### config.mk
export PLATFORM = sky130hd
export DESIGN_NAME = array_input_serializer
export DESIGN_NICKNAME = d
export VERILOG_FILES = /design/src/rtl/array_input_serializer.sv
export SDC_FILE = /design/constraint.sdc
export NUM_CORES = 1
export LEC_CHECK = 0
export ABC_CLOCK_PERIOD_IN_PS = 3900
export CAP_MARGIN = 25
export CORE_AREA = 2 2 103 105
export DETAILED_ROUTE_END_ITERATION = 10
export DIE_AREA = 0 0 105 107
export GPL_ROUTABILITY_DRIVEN = 0
export GPL_TIMING_DRIVEN = 0
export PLACE_DENSITY = 0.83
export SYNTH_ARGS = -nofsm -noshare
export SYNTH_HDL_FRONTEND = slang
export SYNTH_SLANG_ARGS = --single-unit
export TNS_END_PERCENT = 5
### constraint.sdc
create_clock -name clk -period 3.9 [get_ports clk]
set_clock_uncertainty 0.1 [all_clocks]
set_input_delay 0.78 -clock clk [delete_from_list [all_inputs] [get_ports clk]]
set_output_delay 0.78 -clock clk [all_outputs]
set_load 0.02 [all_outputs]
### src/rtl/array_input_serializer.sv
// Bit-serial driver for the array wordlines: splits each signed lane into positive and
// negative magnitude rails and streams them MSB-first, with a one-entry holding register.
module array_input_serializer #(
    parameter int CHANNEL = 10,
    parameter int BITS    = 4,
    localparam int MAG    = BITS - 1
) (
    input  logic                    clk,
    input  logic                    rst,
    input  logic                    in_valid,
    output logic                    in_ready,
    input  logic [CHANNEL*BITS-1:0] in_data,
    output logic [CHANNEL-1:0]      out_bit,
    output logic [CHANNEL-1:0]      out_bitb,
    output logic                    out_valid,
    output logic                    frame_start,
    output logic                    frame_end,
    output logic                    busy
);

    localparam int CNT_W = (MAG > 1) ? $clog2(MAG) : 1;

    typedef enum logic [0:0] {
        IDLE  = 1'b0,
        SHIFT = 1'b1
    } state_t;

    state_t                    state_r;
    logic [CNT_W-1:0]          cnt_r;
    logic [CHANNEL*BITS-1:0]   hold_r;
    logic                      hold_full_r;
    logic [CHANNEL-1:0][MAG-1:0] pos_sr_r;
    logic [CHANNEL-1:0][MAG-1:0] neg_sr_r;
    logic [CHANNEL-1:0][MAG-1:0] hold_pos_s;
    logic [CHANNEL-1:0][MAG-1:0] hold_neg_s;
    logic                      accept_s;
    logic                      load_s;
    logic                      shift_nxt_s;
    logic                      hold_nxt_s;

    // Sign-magnitude split of one lane; the most negative code saturates to full scale.
    function automatic logic [2*MAG-1:0] to_rails(input logic [BITS-1:0] v);
        logic [BITS-1:0] nv;
        logic [MAG-1:0]  pos;
        logic [MAG-1:0]  neg;
        nv  = ~v + {{(BITS-1){1'b0}}, 1'b1};
        pos = {MAG{1'b0}};
        neg = {MAG{1'b0}};
        if (v[BITS-1] == 1'b0) begin
            pos = v[MAG-1:0];
        end else if (v[MAG-1:0] == {MAG{1'b0}}) begin
            neg = {MAG{1'b1}};
        end else begin
            neg = nv[MAG-1:0];
        end
        return {pos, neg};
    endfunction

    assign accept_s    = in_valid && in_ready;
    assign load_s      = hold_full_r && ((state_r == IDLE) || (cnt_r == {CNT_W{1'b0}}));
    assign shift_nxt_s = load_s || ((state_r == SHIFT) && (cnt_r != {CNT_W{1'b0}}));
    assign hold_nxt_s  = accept_s || (hold_full_r && !load_s);

    // Rail conversion of the holding register contents for the next load.
    always_comb begin
        hold_pos_s = {(CHANNEL*MAG){1'b0}};
        hold_neg_s = {(CHANNEL*MAG){1'b0}};
        for (int i = 0; i < CHANNEL; i++) begin
            {hold_pos_s[i], hold_neg_s[i]} = to_rails(hold_r[i*BITS +: BITS]);
        end
    end

    // Holding register, shift FSM and registered serial outputs.
    always_ff @(posedge clk or posedge rst) begin
        if (rst) begin
            state_r     <= IDLE;
            cnt_r       <= {CNT_W{1'b0}};
            hold_r      <= {(CHANNEL*BITS){1'b0}};
            hold_full_r <= 1'b0;
            pos_sr_r    <= {(CHANNEL*MAG){1'b0}};
            neg_sr_r    <= {(CHANNEL*MAG){1'b0}};
            out_bit     <= {CHANNEL{1'b0}};
            out_bitb    <= {CHANNEL{1'b0}};
            out_valid   <= 1'b0;
            frame_start <= 1'b0;
            frame_end   <= 1'b0;
            busy        <= 1'b0;
            in_ready    <= 1'b1;
        end else begin
            if (accept_s) begin
                hold_r <= in_data;
            end
            hold_full_r <= hold_nxt_s;
            in_ready    <= !hold_nxt_s;
            busy        <= hold_nxt_s || shift_nxt_s;

            if (load_s) begin
                // The MSB goes straight to the outputs so a frame starts one edge after accept.
                state_r     <= SHIFT;
                cnt_r       <= CNT_W'(MAG - 1);
                out_valid   <= 1'b1;
                frame_start <= 1'b1;
                frame_end   <= (MAG == 1);
                for (int i = 0; i < CHANNEL; i++) begin
                    out_bit[i]  <= hold_pos_s[i][MAG-1];
                    out_bitb[i] <= hold_neg_s[i][MAG-1];
                    pos_sr_r[i] <= hold_pos_s[i] << 1'b1;
                    neg_sr_r[i] <= hold_neg_s[i] << 1'b1;
                end
            end else if ((state_r == SHIFT) && (cnt_r != {CNT_W{1'b0}})) begin
                state_r     <= SHIFT;
                cnt_r       <= cnt_r - CNT_W'(1);
                out_valid   <= 1'b1;
                frame_start <= 1'b0;
                frame_end   <= (cnt_r == CNT_W'(1));
                for (int i = 0; i < CHANNEL; i++) begin
                    out_bit[i]  <= pos_sr_r[i][MAG-1];
                    out_bitb[i] <= neg_sr_r[i][MAG-1];
                    pos_sr_r[i] <= pos_sr_r[i] << 1'b1;
                    neg_sr_r[i] <= neg_sr_r[i] << 1'b1;
                end
            end else begin
                state_r     <= IDLE;
                cnt_r       <= {CNT_W{1'b0}};
                out_valid   <= 1'b0;
                frame_start <= 1'b0;
                frame_end   <= 1'b0;
                out_bit     <= {CHANNEL{1'b0}};
                out_bitb    <= {CHANNEL{1'b0}};
            end
        end
    end

endmodule

==> run_results.csv, run 1 <==
group,metric,value,unit
setup_path,reg2regPathDepth,7,
floorplan,rows,37,
yosys,synthArstFlopShare,100,%
yosys,synth_cell_types,30,
yosys,yosysMostFrequentCell,"dfrtp_1",
clocking,cts_max_level,3,
yosys,synth_common_cells,"107 x dfrtp_1, 44 x a21oi_1, 40 x mux2_2",
setup_path,startpoint_type,"flop",
grt,grt_pass1_vias,3783,
sta,tightest_slew,0.570,ns
floorplan,core,10100,µm²
sta,worst_slack,1.49,ns
yosys,yosys-top-cells-area,"dfrtp_1 55%, mux2_2 9.2%, a21oi_1 4.5%",
cells_and_area,layout-drive-gt1-share,18.1,%
yosys,synth_warnings,0,
grt,antenna_found_initial,0,
cells_and_area,fin_util,59.3,%
setup_path,worstPathCellList,"clkdlybuf4s50_1",
power,power_density,874,nW/µm²
sta,maxSlewViolCount,0,
cells_and_area,area_growth,22.5,%
clocking,post-cts-setup-buffer-count,0,
floorplan,die_w,105,µm
yosys,syn_area,4880,µm²
sta,fin_crit_sh,61.8,%
yosys,synth_edf_count,0,
route,vias_per_cell,5.48,
setup_path,path_class,"flop to primary output",
setup_path,worst_ep_required_time,3.02,ns
grt,grt_max_degree,65,
yosys,synth_top_area_share,54.8,%
floorplan,ios,68,
clocking,cts_tree,"done",
route,drtPass1Iterations,6,
yosys,netlist_instances,434,
sta,hold_viol_final,0,
clocking,numCtsBuffers,9,
route,num_vias,3587,
setup_path,end_kind,"primary output",
route,routedWlPerCell,17.3,µm
power,p_leak,2.69,nW
setup_path,slowest_stage,"clkdlybuf4s50_1",
clocking,numClockSinks,108,
sta,fmax,0.415,GHz
route,post-route-drc-count,0,
grt,use_met1,25.7,%
setup_path,cp_num_cells,1,
cells_and_area,final_net_count,568,
setup_path,critPathMaxStageDelay,0.60,ns
status,status,"completed",
grt,busiest_layer,"met2",
worst_hold_path,hold_class,"flop to flop",
floorplan,initial_core_util,48.4,%
setup_path,cp_max_fo,2,
setup_path,crit_family,"buffers and inverters",
yosys,synth_flop_cell,"dfrtp_1",
cells_and_area,antenna_cells,0,
clocking,clkTransAtPathRegs,0.10,ns
yosys,yosysSeqAreaShare,55.4,%
clocking,post_cts_resized,0,
route,routed_wl,11300,µm
grt,gr-usage-met3,5.05,%
grt,grtUsageMet2,35.2,%
sta,post-route-min-period,2.41,ns
route,postRouteAntennaNets,0,
yosys,synth_top_area_cell,"dfrtp_1",
floorplan,die_h,107,µm
worst_hold_path,holdPathStages,1,
clocking,clock_path_buffers,2,
clocking,ctsHoldBuffers,0,
yosys,synth_nets,489,
placement,pre_cts_ws,1.63,ns
clocking,clk_latency,0.39,ns
sta,grt_setup_unrepaired,"no",
yosys,ys_seq_elements,108,
setup_path,cp_num_buf_inv,1,
route,drt_iter0_markers,198,
grt,grt_pass1_wl,18300,µm
power,fin_total_pwr,5.23,mW
placement,hpwl,7550,µm
power,vdd_drop_max,0.383,mV
floorplan,dieArea,11200,µm²
placement,numPortBuffers,67,
flow_run,drv_cap,0,
grt,grt_overflow,0,
sta,maxSlewHeadroom,62.0,%
yosys,avgSynthCellArea,11.2,µm²
grt,track_usage,21.0,%
setup_path,crit_arrival,1.53,ns
clocking,clock-root-buffer,"clkbuf_8",
sta,setup_violations,0,
## logic make-up after synthesis
kind of cell / count (synthesis) / synth area share, %
AO/OA/AOI/OAI: 94 / 13.6
adder cells (fa/ha/maj): 12 / 3.08
buffers and inverters: 65 / 6.41
flip-flops: 108 / 55.4
multiplexers: 40 / 9.23
AND/OR/NAND/NOR: 115 / 12.3
## power breakdown
| part | switching (mW) | internal (mW) |
|---|---|---|
| Combinational | 1.35 | 1.07 |
| Sequential | 0.396 | 1.65 |
| Clock | 0.378 | 0.396 |
| Total | 2.12 | 3.11 |
## worst paths after layout
path                       startpoint      endpoint  slack (ns)
max in group asynchronous         rst     hold_r[9]        2.29
min in group asynchronous         rst    out_bit[7]        0.71
max reg2reg                  cnt_r[1]  neg_sr_r[29]        2.16
min reg2reg                  cnt_r[0]      cnt_r[0]        0.36
max                          in_ready      in_ready        1.49
min                          cnt_r[0]      cnt_r[0]        0.36
## final cells by class
| class | instances | area (µm²) |
|---|---|---|
| Buffer | 27 | 170 |
| Sequential cell | 108 | 2700 |
| Clock inverter | 4 | 72.6 |
| Fill cell | 873 | 4110 |
| Timing Repair Buffer | 68 | 698 |
| Clock buffer | 12 | 155 |
| Multi-Input combinational cell | 261 | 1870 |
| Tap cell | 136 | 170 |
| Inverter | 38 | 145 |
## routing by layer
metal  wire length [µm]  vias to the layer above
met2               5630                      121
met5                  0                        -
met4                233                        0
met1               4760                     1793
met3                701                       25
li1                   -                     1648
## layout by cell type, fill, tap and decap left out, types with 2 or more instances in the layout
cell and count:
and2_1 2, nor2b_1 13, o21a_1 3, o41ai_2 7, nor2_1 23, clkbuf_8 11, o2111ai_1 10, buf_6 3
or3_1 2, nand2_1 33, a31oi_1 4, dfrtp_1 107, nand2b_1 23, nand3_1 3, nand3b_1 13, clkdlybuf4s50_1 67
inv_1 36, buf_4 7, a21oi_1 44, o221ai_1 3, o22ai_1 3, ha_1 12, clkbuf_1 2, o211ai_1 19
bufinv_16 2, mux2_2 40, buf_2 16
## registers in the layout, summed over array words and instances (netlist names)
signal	flops
out_bit	10
hold_full_r	1
frame_start	1
in_ready	1
frame_end	1
hold_r	40
pos_sr_r	20
busy	1
state_r	1
out_bitb	10
neg_sr_r	20
cnt_r	2
## per-stage QoR
step / setup TNS [ns] / hold WS (ns) / cells / cell area, µm²
6_report: 0 / 0.364 / 654 / 5980
4_1_cts: 0 / 0.366 / 654 / 5980
3_3_place_gp: -134.78 / 0.348 / 637 / 5720
3_5_place_dp: 0 / 0.354 / 638 / 5750
2_1_floorplan: 0 / 0.332 / 434 / 4880
5_1_grt: 0 / 0.406 / 654 / 5980
Power figures use the tool's default switching activity.
==> inputs of run 2 (changes only) <==
==> config.mk (replaced) <==
export PLATFORM = sky130hd
export DESIGN_NAME = array_input_serializer
export DESIGN_NICKNAME = d
export VERILOG_FILES = /design/src/rtl/array_input_serializer.sv
export SDC_FILE = /design/constraint.sdc
export NUM_CORES = 1
export LEC_CHECK = 0
export ABC_CLOCK_PERIOD_IN_PS = 2380
export CAP_MARGIN = 25
export CORE_AREA = 2 2 98 100
export DETAILED_ROUTE_END_ITERATION = 10
export DIE_AREA = 0 0 100 102
export GPL_ROUTABILITY_DRIVEN = 0
export GPL_TIMING_DRIVEN = 0
export PLACE_DENSITY = 0.86
export SYNTH_ARGS = -nofsm -noshare
export SYNTH_HDL_FRONTEND = slang
export SYNTH_SLANG_ARGS = --single-unit
export TNS_END_PERCENT = 5
==> constraint.sdc (replaced) <==
create_clock -name clk -period 2.38 [get_ports clk]
set_clock_uncertainty 0.1 [all_clocks]
set_input_delay 0.476 -clock clk [delete_from_list [all_inputs] [get_ports clk]]
set_output_delay 0.476 -clock clk [all_outputs]
set_load 0.02 [all_outputs]
==> run_results.csv, run 2 (synthesis gave the netlist of run 1 again) <==
group,metric,value,unit
status,status,"completed",
power,p_int,5.07,mW
cells_and_area,final_net_count,569,
cells_and_area,layout-drive-gt1-share,18.1,%
route,num_vias,3675,
cells_and_area,fillers,720,
grt,grt_max_degree,45,
cells_and_area,area_growth,21.9,%
clocking,post-cts-setup-buffer-count,0,
power,p_leak,2.69,nW
cells_and_area,antenna_cells,0,
cells_and_area,multi_input_area,1870,µm²
grt,grt_pass1_vias,3657,
setup_path,slowest_stage,"clkdlybuf4s50_1",
clocking,numClockSinks,108,
sta,fin_crit_sh,87.5,%
grt,grt_pass1_wl,18000,µm
setup_path,crit_arrival,1.51,ns
clocking,clock-root-buffer,"clkbuf_8",
floorplan,rows,35,
cells_and_area,largest_register_ffs,40,
power,sw_frac_of_total,40.6,%
setup_path,cp_max_fo,2,
setup_path,startpoint_type,"flop",
power,power_density,1430,nW/µm²
grt,track_usage,23.0,%
power,seq_power_share,39.3,%
worst_hold_path,min_from,"pos_sr_r[26]",
route,vias_per_cell,5.84,
setup_path,end_kind,"primary output",
sta,tightest_slew,0.574,ns
grt,grt_overflow,0,
sta,grt_setup_unrepaired,"no",
cells_and_area,regMostFlops,"hold_r",
floorplan,core,9110,µm²
floorplan,ios,68,
cells_and_area,top_regs,"hold_r x40, neg_sr_r x20, pos_sr_r x20",
sta,setup_violations,0,
route,routed_wl,11200,µm
route,drtPass1Iterations,5,
power,vdd_drop_max,0.613,mV
setup_path,worstPathCellList,"clkdlybuf4s50_1",
floorplan,initial_core_util,53.6,%
route,postRouteAntennaNets,0,
power,p_clk_share,14.2,%
clocking,clk_latency,0.37,ns
setup_path,critical_path.startpoint,"in_ready",
clocking,cts_max_level,3,
sta,hold_viol_final,0,
grt,antenna_found_initial,0,
placement,hpwl,7640,µm
floorplan,die_h,102,µm
route,routedWlPerCell,17.9,µm
setup_path,reg2reg_from,"cnt_r[0]",
route,drt_iter0_markers,298,
cells_and_area,design_area,5950,µm²
clocking,ctsHoldBuffers,0,
placement,placedCellCount,614,
sta,maxSlewViolCount,0,
floorplan,dieArea,10200,µm²
power,fin_total_pwr,8.53,mW
sta,fmax,0.480,GHz
cells_and_area,layout_common_cells,"107 x dfrtp_1, 67 x clkdlybuf4s50_1, 44 x a21oi_1",
setup_path,worst_ep_required_time,1.80,ns
clocking,cts_tree,"done",
sta,post-route-min-period,2.08,ns
clocking,clock_path_buffers,2,
cells_and_area,seqCellArea,2700,µm²
flow_run,drv_cap,0,
worst_hold_path,hold_class,"flop to flop",
setup_path,path_class,"flop to primary output",
route,post-route-drc-count,0,
floorplan,die_w,100,µm
power,p_sw,3.46,mW
setup_path,crit_family,"buffers and inverters",
cells_and_area,fin_util,65.3,%
placement,numPortBuffers,67,
clocking,post_cts_resized,0,
clocking,clkTransAtPathRegs,0.09,ns
power,pwr-share-comb,46.5,%
cells_and_area,instances_no_fill,629,
sta,maxSlewHeadroom,61.8,%
cells_and_area,final_common_cell,"dfrtp_1",
setup_path,critPathMaxStageDelay,0.59,ns
placement,placed_area,5740,µm²
clocking,numCtsBuffers,9,
setup_path,cp_num_buf_inv,1,
## run 2: power by group through the flow
stage	sequential (mW)	combinational [mW]	clock (mW)
final	3.35	3.96	1.21
after global placement	3.31	3.74	0
after global routing	3.46	4.31	1.30
after detailed placement	3.37	3.90	0
after CTS	3.33	3.94	1.23
after floorplan	3.37	2.54	0
## run 2: final cells by class
| type | count | area share [%] |
|---|---|---|
| multi-input cells | 261 | 31.3 |
| well taps | 111 | 2.33 |
| inverters | 38 | 2.46 |
| clock buffers | 11 | 2.38 |
| repair buffers | 69 | 11.9 |
| clock inverters | 4 | 1.24 |
| plain buffers | 27 | 2.86 |
| flip-flops and latches | 108 | 45.4 |
## run 2: worst paths after layout
check / depth (start not counted) / endpoint / slack (ns)
max: 1 / in_ready / 0.30
min: 2 / out_bit[8] / 0.38
max reg2reg: 7 / out_bitb[3] / 0.68
min reg2reg: 2 / out_bit[8] / 0.38
max in group asynchronous: 3 / in_ready / 1.14
min in group asynchronous: 2 / hold_r[29] / 0.40
## run 2: worst register-to-register path, cell delays in order, from the launching register on
cell and delay (ns):
dfrtp_1 0.39, inv_1 0.05, ha_1 0.20, nand2b_1 0.18, buf_2 0.18, buf_4 0.20
o2111ai_1 0.15, nand2_1 0.12
## run 2: metrics by stage
step / hold WS [ns] / setup TNS, ns / setup WS [ns]
CTS: 0.377 / 0 / 0.285
global route: 0.411 / 0 / 0.251
global placement: 0.348 / -51.34 / -0.484
detailed placement: 0.364 / 0 / 0.413
floorplan: 0.332 / 0 / 0.503
finish: 0.381 / 0 / 0.297
## run 2: metal layers
layer,wire length (µm),vias up,GRT usage (%)
li1,-,1651,-
met1,4660,1817,29.8
met5,0,-,0
met4,248,0,7.06
met2,5570,173,39.0
met3,765,34,5.40
==> inputs of run 3 (changes only) <==
--- a/config.mk
+++ b/config.mk
@@ -6,7 +6,7 @@
 export NUM_CORES = 1
 export LEC_CHECK = 0
 export ABC_CLOCK_PERIOD_IN_PS = 2380
-export CAP_MARGIN = 25
+export CAP_MARGIN = 20
 export CORE_AREA = 2 2 98 100
 export DETAILED_ROUTE_END_ITERATION = 10
 export DIE_AREA = 0 0 100 102
==> results of run 3 <==
Final layout, timing and power as in run 2 (identical DEF).
